[config.mk]
export PLATFORM = sky130hd
export DESIGN_NAME = param_pipelined_multiplier
export DESIGN_NICKNAME = d
export VERILOG_FILES = /design/src/rtl/param_pipelined_multiplier.sv
export SDC_FILE = /design/constraint.sdc
export NUM_CORES = 2
export LEC_CHECK = 0
export CORE_MARGIN = 1.5
export CORE_UTILIZATION = 30
export CTS_CLUSTER_SIZE = 14
export DETAILED_ROUTE_END_ITERATION = 8
export PLACE_DENSITY = 0.54
export SKIP_CTS_REPAIR_TIMING = 1
export SLEW_MARGIN = 5
export SYNTH_ARGS = -nofsm -noshare
export SYNTH_HDL_FRONTEND = slang
export SYNTH_SLANG_ARGS = --single-unit
[constraint.sdc]
create_clock -name clk -period 10.8 [get_ports clk]
set_input_delay 3.24 -clock clk [delete_from_list [all_inputs] [get_ports clk]]
set_output_delay 3.24 -clock clk [all_outputs]
set_load 0.01 [all_outputs]
[src/rtl/param_pipelined_multiplier.sv]
// Pipelined WIDTH x WIDTH multiplier with per-beat signed/unsigned mode, a sideband tag and
// valid/ready flow control. The whole pipeline freezes while the output is stalled.
module param_pipelined_multiplier #(
    parameter int WIDTH  = 32,
    parameter int STAGES = 3,
    parameter int TAG_W  = 4
) (
    input  logic                          clk,
    input  logic                          rst,
    input  logic                          valid_in,
    output logic                          ready_in,
    input  logic [WIDTH-1:0]              a,
    input  logic [WIDTH-1:0]              b,
    input  logic                          signed_mode,
    input  logic [TAG_W-1:0]              tag_in,
    output logic                          valid_out,
    input  logic                          ready_out,
    output logic [2*WIDTH-1:0]            result,
    output logic [TAG_W-1:0]              tag_out,
    output logic [$clog2(STAGES+1)-1:0]   in_flight
);

    localparam int CNT_W = $clog2(STAGES + 1);

    logic               stall;
    logic               in_xfer;
    logic               out_xfer;
    logic [2*WIDTH-1:0] a_ext;
    logic [2*WIDTH-1:0] b_ext;
    logic [2*WIDTH-1:0] product;

    logic               valid_q [STAGES];
    logic               valid_d [STAGES];
    logic [2*WIDTH-1:0] data_q  [STAGES];
    logic [2*WIDTH-1:0] data_d  [STAGES];
    logic [TAG_W-1:0]   tag_q   [STAGES];
    logic [TAG_W-1:0]   tag_d   [STAGES];
    logic [CNT_W-1:0]   in_flight_q;
    logic [CNT_W-1:0]   in_flight_d;

    assign stall     = valid_q[STAGES-1] && !ready_out;
    assign ready_in  = !stall;
    assign in_xfer   = valid_in && ready_in;
    assign out_xfer  = valid_q[STAGES-1] && ready_out;

    assign valid_out = valid_q[STAGES-1];
    assign result    = data_q[STAGES-1];
    assign tag_out   = tag_q[STAGES-1];
    assign in_flight = in_flight_q;

    // The low 2*WIDTH bits of the product of the 2*WIDTH-bit extended operands are exact in both
    // modes, so the mode is consumed here and the stages behind only carry it folded into the data.
    always_comb begin
        a_ext   = {{WIDTH{signed_mode & a[WIDTH-1]}}, a};
        b_ext   = {{WIDTH{signed_mode & b[WIDTH-1]}}, b};
        product = a_ext * b_ext;
    end

    always_comb begin
        for (int i = 0; i < STAGES; i++) begin
            valid_d[i] = valid_q[i];
            data_d[i]  = data_q[i];
            tag_d[i]   = tag_q[i];
        end
        if (!stall) begin
            valid_d[0] = in_xfer;
            data_d[0]  = product;
            tag_d[0]   = tag_in;
            for (int i = 1; i < STAGES; i++) begin
                valid_d[i] = valid_q[i-1];
                data_d[i]  = data_q[i-1];
                tag_d[i]   = tag_q[i-1];
            end
        end
    end

    always_comb begin
        in_flight_d = in_flight_q;
        if (in_xfer && !out_xfer) begin
            in_flight_d = in_flight_q + CNT_W'(1);
        end else if (!in_xfer && out_xfer) begin
            in_flight_d = in_flight_q - CNT_W'(1);
        end
    end

    always_ff @(posedge clk) begin
        if (!rst) begin
            for (int i = 0; i < STAGES; i++) begin
                valid_q[i] <= 1'b0;
                data_q[i]  <= '0;
                tag_q[i]   <= '0;
            end
            in_flight_q <= '0;
        end else begin
            for (int i = 0; i < STAGES; i++) begin
                valid_q[i] <= valid_d[i];
                data_q[i]  <= data_d[i];
                tag_q[i]   <= tag_d[i];
            end
            in_flight_q <= in_flight_d;
        end
    end

endmodule
==> results.md <==
- CTS tree: built
- DR WL/cell: about 18 microns
- Fillers: around 15,000
- Die area: around 150,000 sq um
- # setup viols final: 0
- Share of cells above drive strength 1: 0.115
- Final Critical Period: about 11,000 ps
- Core ar.: about 150,000 sq um
- Syn Area/Cell: around 8.9 sq um
- Final setup TNS: 0 ps
- Final period util: 0.977
- Synth cell types: 66
- Post-Syn Area: about 45,000 sq um
- Critical Path End Type: flip-flop
- Initial antenna violation count: 13
- Routed wire length: around 130,000 microns
- Status: complete, no violations
- Final Hold Fails: 0
- Vias in the first global route: approximately 37,000
- All-Layer GR Usage: 0.176
- Final Non-Filler Cells: around 7,400
- Max-cap viol count: 0
- Critical Path Most Common Cell: fa_1
- First-pass GRT wire length: 210,000 microns
- Initial Util: 0.302
- Die W: ~390 microns
- Crit path capture: data_q[0][52]
- Pins Over Slew Limit: 0
- R2r worst-path depth: 6
- Finished Core Util: 0.360
- Post-DRT Antenna Nets: 0
- Clock network latency to the later pin of the worst-skew pair: around 510 ps
- Peak per-stage delay on the critical path: just over 600 ps
- Start of the worst register-to-register path: valid_q[0][2]
- Clock Tree Buf Depth: 3
- Htree depth: 1
- Biggest area consumer among synthesized cells: fa_1
- Synth warn: 0
- IO buf count: 144
- Slowest-stage cell, CP: fa_1
- Final Skew: between 7 and 8 ps
- CTS Buf Count: 20
- Final RePlAce weighted congestion: about 0.90
- Layout overhead on the synthesized area: 19.0%
- Post-synth EDFFs: 0
- FF-to-FF End: data_q[0][166]
- Count leader, synth: fa_1
- Syn nets: 6,506
- Worst-margin pin slew: about 1000 ps
- F_max: 94.8 MHz
- Detailed Place HPWL: between 100,000 and 150,000 microns
- Max_slew headroom: 0.352
- Setup slack, reg-to-reg: approximately 8100 ps
- Async S/R FF share, synth: 0
- Initial DRC count: between 1,500 and 2,000
- Layout Nets: around 6,800
- Die H: 392 microns
- Drt first pass iters: 5
- I/O pin total: between 100 and 150
- Vias: roughly 34,000
- Post-synth top cells: 1,125 x fa_1, 1,105 x inv_1, 1,097 x nand2_1, 348 x and2_1, 262 x clkbuf_1
- CTS clk-pin slew, worst paths: ~60 ps
- Primary FF master, synth: dfxtp_1
- Synth Instances: around 5,100
- Row count: between 100 and 150
- Tightest Hold Check Type: reg2reg
- Synth top area share: 0.497
- Startpoint types: input pin
- Critical Path AT: between 10,000 and 15,000 ps
- Register area share after synthesis: 0.0923
- Largest net degree at the start of global routing: 188
- Root Buffer: clkbuf_16
- CP Max Fanout: 12
- DRC Markers: 0
- Placed cell count: about 7,400
- Vias/cell: roughly 4.5
- Largest cells by area after synthesis: fa_1 50%, dfxtp_1 9.2%, inv_1 9.1%
- Crit Path Class: in2reg
- Crit path launch: a[22]
- Number of synthesized register bits: ~210
- Req. time, crit path: 11,170 ps
- Grt ovf: 0
- # clock sinks: about 210
==> sequential cells by signal, indices dropped and copies added, names as in the netlist <==
register / count
data_q: 192
tag_q: 12
valid_q: 3
in_flight: 2
==> metal layers <==
metal / up-vias / track usage / routed length (microns)
li1: 15344 / - / -
met1: 17078 / 0.239 / 59500
met2: 898 / 0.286 / 60600
met3: 202 / 0.0326 / 9020
met4: 14 / 0.0479 / 4280
met5: - / 0 / 80
==> cell usage in the layout (no fill, tap or decap), types with 36 or more instances in the layout <==
cell | synthesis | layout
fa_1 | 1125 | 1102
a21o_1 | 36 | 36
ha_1 | 213 | 201
buf_4 | 68 | 375
inv_1 | 1105 | 1098
dfxtp_1 | 209 | 209
clkdlybuf4s50_1 | 0 | 118
and2_1 | 348 | 345
nand2_1 | 1097 | 1096
xnor2_1 | 51 | 50
a21oi_1 | 244 | 235
buf_12 | 0 | 95
nor2_1 | 70 | 68
==> worst min path at each step <==
stage	startpoint	slack, ps	end	cells after the start
6_report	data_q[0][62]	440	data_q[0][62]	2
5_1_grt	data_q[0][137]	460	data_q[0][137]	2
4_1_cts	data_q[0][137]	450	data_q[0][137]	2
3_5_place_dp	data_q[0][62]	440	data_q[0][62]	2
3_3_place_gp	data_q[0][52]	440	data_q[0][52]	2
2_1_floorplan	data_q[0][42]	420	data_q[0][42]	2
==> worst max-delay path: cells and delay by family <==
family / cells / cell delay, ps
buffers and inverters: 10 / 1640
adders and majority gates: 9 / 4320
and+or+nand+nor: 1 / 110
xor gates and xnor gates: 1 / 110
AOI/OAI and AO/OA: 8 / 1510
==> per-stage QoR <==
step           hold WS [ps]  instance area, sq um  worst slack (ps)
6_report                444                 54000               250
3_3_place_gp            438                 52500              -524
2_1_floorplan           425                 45300              56.5
3_5_place_dp            443                 52500              -609
4_1_cts                 451                 53200             -96.4
5_1_grt                 461                 54000             -8.32
==> kinds of logic after synthesis <==
group	after synthesis	synth area share
AO/OA/AOI/OAI	408	0.0537
buffers and inverters	1458	0.127
flip-flops	209	0.0923
adder cells (fa/ha/maj)	1338	0.555
AND/OR/NAND/NOR	1605	0.157
XOR/XNOR	77	0.0149
==> area by class of cell <==
| type | instances | area (sq um) | share of cell area |
|---|---|---|---|
| Clock buffer | 33 | 651 | 0.0121 |
| Antenna cell | 2 | 5.00 | 0.0000927 |
| Multi-Input combinational cell | 3428 | 35800 | 0.663 |
| Inverter | 1107 | 4170 | 0.0772 |
| Sequential cell | 209 | 4180 | 0.0775 |
| Clock inverter | 3 | 15.0 | 0.000278 |
| Timing Repair Buffer | 646 | 6650 | 0.123 |
| Tap cell | 2016 | 2520 | 0.0467 |
Power is not shown: default switching activity piles up to over one toggle a cycle in this logic, so the estimate is an artifact.
